### src/rtl/fifo.sv
// Single-clock first-word-fall-through byte FIFO with occupancy count and
// registered one-cycle overflow/underflow pulses for rejected requests.
module fifo #(
  parameter  int WIDTH = 8,
  parameter  int DEPTH = 16,
  localparam int AW    = $clog2(DEPTH)
) (
  input  logic             clk,
  input  logic             rst,
  input  logic [WIDTH-1:0] din,
  input  logic             enqueue,
  input  logic             dequeue,
  output logic [WIDTH-1:0] dout,
  output logic             empty,
  output logic             full,
  output logic [AW:0]      count,
  output logic             overflow,
  output logic             underflow
);

  logic [WIDTH-1:0] r_mem [DEPTH];
  logic [AW-1:0]    r_wr_ptr;
  logic [AW-1:0]    r_rd_ptr;
  logic [AW:0]      r_count;
  logic             r_overflow;
  logic             r_underflow;

  logic             w_do_push;
  logic             w_do_pop;

  assign empty     = (r_count == '0);
  assign full      = (r_count == (AW+1)'(DEPTH));
  assign count     = r_count;
  assign overflow  = r_overflow;
  assign underflow = r_underflow;
  assign dout      = empty ? '0 : r_mem[r_rd_ptr];

  // A pop frees a slot in the same edge, so a full FIFO still accepts a push
  // when it is also popping; an empty FIFO never passes data through.
  assign w_do_pop  = dequeue & ~empty;
  assign w_do_push = enqueue & (~full | w_do_pop);

  always_ff @(posedge clk) begin
    if (!rst && w_do_push) r_mem[r_wr_ptr] <= din;
  end

  always_ff @(posedge clk) begin
    if (rst) begin
      r_wr_ptr    <= '0;
      r_rd_ptr    <= '0;
      r_count     <= '0;
      r_overflow  <= 1'b0;
      r_underflow <= 1'b0;
    end else begin
      r_overflow  <= enqueue & ~w_do_push;
      r_underflow <= dequeue & empty;
      if (w_do_push) r_wr_ptr <= r_wr_ptr + AW'(1);
      if (w_do_pop)  r_rd_ptr <= r_rd_ptr + AW'(1);
      case ({w_do_push, w_do_pop})
        2'b10:   r_count <= r_count + (AW+1)'(1);
        2'b01:   r_count <= r_count - (AW+1)'(1);
        default: r_count <= r_count;
      endcase
    end
  end

endmodule

### config.mk
export PLATFORM = sky130hd
export DESIGN_NAME = fifo
export DESIGN_NICKNAME = d
export VERILOG_FILES = /design/src/rtl/fifo.sv
export SDC_FILE = /design/constraint.sdc
export NUM_CORES = 1
export LEC_CHECK = 0
export CAP_MARGIN = 20
export CORE_AREA = 8 8 116 198
export CTS_BUF_LIST = sky130_fd_sc_hd__clkbuf_8
export DETAILED_ROUTE_END_ITERATION = 12
export DIE_AREA = 0 0 124 206
export PLACE_DENSITY = 0.56
export SYNTH_ARGS = -nofsm -noshare
export SYNTH_HDL_FRONTEND = slang
export SYNTH_SLANG_ARGS = --single-unit
### constraint.sdc
create_clock -name clk -period 5.4 [get_ports clk]
set_clock_uncertainty 0.2 [all_clocks]
set_input_delay 0.81 -clock clk [delete_from_list [all_inputs] [get_ports clk]]
set_output_delay 0.81 -clock clk [all_outputs]
set_load 0.02 [all_outputs]
==> flow_summary.toml <==
[synthesis]
synth_area_per_cell_um2 = 17.74
share_of_async_settable_or_async_resettable_flops_after_synthesis = 0
synth_seq_area_share = 0.7064
synth_cell_type_count = 45
post_synth_inst_count = 337
library_cell_with_the_highest_instance_count_after_synthesis = "sky130_fd_sc_hd__edfxtp_1"
multiplexer_share_of_the_synthesized_area = 0.1408
yosysTopAreaCell = "sky130_fd_sc_hd__edfxtp_1"
ys_dominant_reg_cell = "sky130_fd_sc_hd__edfxtp_1"
mappedNetlistNets = 358
yosys_register_bits = 147
synthesis.area_mm2 = 0.005979
post_synth_xor_area_fraction = 0.007324
area_share_of_and_or_nand_nor_cells_after_synthesis = 0.05838
synth_top_area_share = 0.6428
synth_fa_ha_area_frac = 0.02009
main_combinational_cell_family_by_area_after_synthesis = "multiplexers"
synth_compound_gate_area_share = 0.04855
yosys-top-cells-area = "sky130_fd_sc_hd__edfxtp_1 (64%), sky130_fd_sc_hd__mux4_2 (12%), sky130_fd_sc_hd__dfxtp_1 (6.4%)"
synth-edff-count = 128
netlist_top_cells_count = "sky130_fd_sc_hd__edfxtp_1 (128), sky130_fd_sc_hd__mux4_2 (32), sky130_fd_sc_hd__nor2_1 (21)"
synth-warning-count = 0

[clocking]
cts-hold-fix-buffers = 0
root_buffer = "sky130_fd_sc_hd__clkbuf_8"
cts-htree-levels = 4
tritoncts.num_buffers = 17
cts_max_path_buffers = 2
cts_setup_buffers = 0
post_cts.resized_instances = 0
numClockSinks = 147
cts_tree = "built"
worst_skew_pair.late_latency_ps = 430
clk_pin_slew_worst_paths_ps = 90

[sta]
unrepaired_setup_endpoints_after_global_routing = "false"
timing_worst_slew_pin_value_ps = 1098
setup_tns_ps = 0
final-hold-violation-count = 0
final-max-slew-violation-count = 0
setup_ws_ps = 1477
finalWorstPathRequiredPeriod_ps = 3923
layout_worst_path_cycle_share = 0.7266
maxSlewHeadroom = 0.2654
final_hold_slack_ps = 336.3
report.final.setup_viol = 0
fmax_ghz = 0.2549

[floorplanning]
die_area_mm2 = 0.02554
top_ports = 29
core.rowCount = 69
core_area_mm2 = 0.02020
initial_core_util = 0.2960
die_width_um = 124
overall_die_height_um = 206

[routing]
first_iter_violations = 193
postRouteWirelength_um = 12770
ant_nets = 0
post_dr_wirelength_cell_um = 20.11
firstDrtPassIters = 4
viasPerCell = 4.857
drc = 0
dr_total_vias = 3084

[placed_design]
place.detailed.hpwl_um = 8269
placement.io_buffers = 28
place_congestion = 0.7094
pre_cts_ws_ps = 1511

[finish]
final_nets = 395
layout.core_utilization = 0.3452
post_route_cells_drive_above_1_share = 0.2196
syn2layout_area_growth_pct = 16.64
diodes = 0
fillers = 1941

[setup_path]
critical-path-top-delay-family = "simple AND/OR/NAND/NOR gates"
timing.critical_path.buf_inv = 1
cp_data_required_time_ps = 4390
worst_path_largest_cell_delay_ps = 770
critical_path.cell_chain = "or4_1, nor2_2, a211oi_1, clkdlybuf4s50_1"
crit_path_top_delay_cell = "sky130_fd_sc_hd__or4_1"
critical_path.endpoint_type = "output pin"
worst_ep_arrival_time_ps = 2910
setup_crit_start_kind = "register"
worstSetupPathType = "reg -> out"
maximum_fanout_along_the_worst_path = 10

[outcome]
outcome = "complete, no violations"

[flow_run]
timing.max_cap.violations = 0

[global_routing]
via_count_of_the_first_global_routing_pass = 3457
largest_net_degree_at_the_start_of_global_routing = 33
grt_pass1_wl_um = 20010
global_route.usage.total = 0.1082
antenna_found_initial = 0
gr-total-overflow = 0

[power]
power_density_mw_per_mm2 = 434.5
power.leakage_nw = 2.159
power_mw = 3.030
vdd.ir_drop.worst_v = 0.0003311

[worst_hold_path]
worstHoldPathType = "reg -> reg"
-- routing by layer --
metal | track usage | wire [um] | vias up
li1 | - | - | 1417
met3 | 0.03036 | 457 | 15
met1 | 0.1244 | 5285 | 1591
met2 | 0.1831 | 6700 | 61
met5 | 0 | 0 | -
met4 | 0.04656 | 325 | 0
-- report_power, final --
part,leakage (nW),internal (mW),switching [mW]
Sequential,1.31,1.28,0.0543
Clock,0.196,0.386,0.466
Combinational,0.655,0.390,0.457
Total,2.16,2.05,0.978
-- path summary, 6_finish.rpt --
path / cells after the start / slack, ps / from / endpoint
min: 2 / 340 / count[3]$_SDFFE_PP0P_ / count[3]$_SDFFE_PP0P_
max reg2reg: 8 / 2530 / count[0]$_SDFFE_PP0P_ / count[4]$_SDFFE_PP0P_
max: 4 / 1480 / count[0]$_SDFFE_PP0P_ / dout[5]
min reg2reg: 2 / 340 / count[3]$_SDFFE_PP0P_ / count[3]$_SDFFE_PP0P_
-- flip-flops by register name, indices dropped and copies added (netlist names), named ones only --
signal     cells
r_rd_ptr       4
r_wr_ptr       4
count          5
r_mem        128
overflow       1
underflow      1
-- metrics by stage --
step | cell area (um2) | instances
after floorplan | 5979 | 337
after global placement | 6539 | 601
after CTS | 6943 | 633
after global routing | 6974 | 635
after detailed placement | 6549 | 601
final | 6974 | 635
-- area by class of cell --
cell class	instances	area, um2	share of cell area
Sequential cell	147	4225	0.6058
Multi-Input combinational cell	166	1665	0.2388
Timing Repair Buffer	36	356.6	0.05113
Tap cell	248	310.3	0.04449
Clock buffer	17	234.0	0.03355
Clock inverter	15	160.2	0.02296
Inverter	6	22.52	0.003229
-- tightest hold or removal path, delay by kind of cell (launching register included) --
family | cells | cell delay (ps)
flip-flops | 1 | 360
AND/OR/NAND/NOR | 1 | 80
AO/OA/AOI/OAI | 1 | 50
-- layout by cell type (no fill, tap or decap), types with 3 or more instances in the layout --
cell type	synthesis	routed
sky130_fd_sc_hd__nor2b_1	12	12
sky130_fd_sc_hd__ha_1	8	8
sky130_fd_sc_hd__nand2_1	6	6
sky130_fd_sc_hd__dfxtp_1	19	18
sky130_fd_sc_hd__nand3_1	6	6
sky130_fd_sc_hd__xor2_1	3	3
sky130_fd_sc_hd__clkdlybuf4s50_1	0	28
sky130_fd_sc_hd__mux4_2	32	32
sky130_fd_sc_hd__buf_4	1	6
sky130_fd_sc_hd__a21oi_1	3	3
sky130_fd_sc_hd__a211oi_1	17	17
sky130_fd_sc_hd__clkinv_4	0	3
sky130_fd_sc_hd__inv_6	0	5
sky130_fd_sc_hd__clkbuf_8	0	17
sky130_fd_sc_hd__nor3_1	8	4
sky130_fd_sc_hd__inv_1	5	5
sky130_fd_sc_hd__nand2b_1	5	5
sky130_fd_sc_hd__nor2_1	21	21
sky130_fd_sc_hd__nor3_2	0	4
sky130_fd_sc_hd__o21a_1	5	5
sky130_fd_sc_hd__mux2i_1	11	11
sky130_fd_sc_hd__inv_8	0	4
sky130_fd_sc_hd__edfxtp_1	128	128
-- kinds of logic (layout without fill, tap and decap cells) --
group	count (synthesis)	count (layout)
xor gates and xnor gates	5	5
AOI/OAI and AO/OA	39	39
and+or+nand+nor	69	69
muxes	44	44
adders and majority gates	9	9
buffers and inverters	24	74
DFF	147	147
No activity file was read; power rests on OpenSTA's default activity.
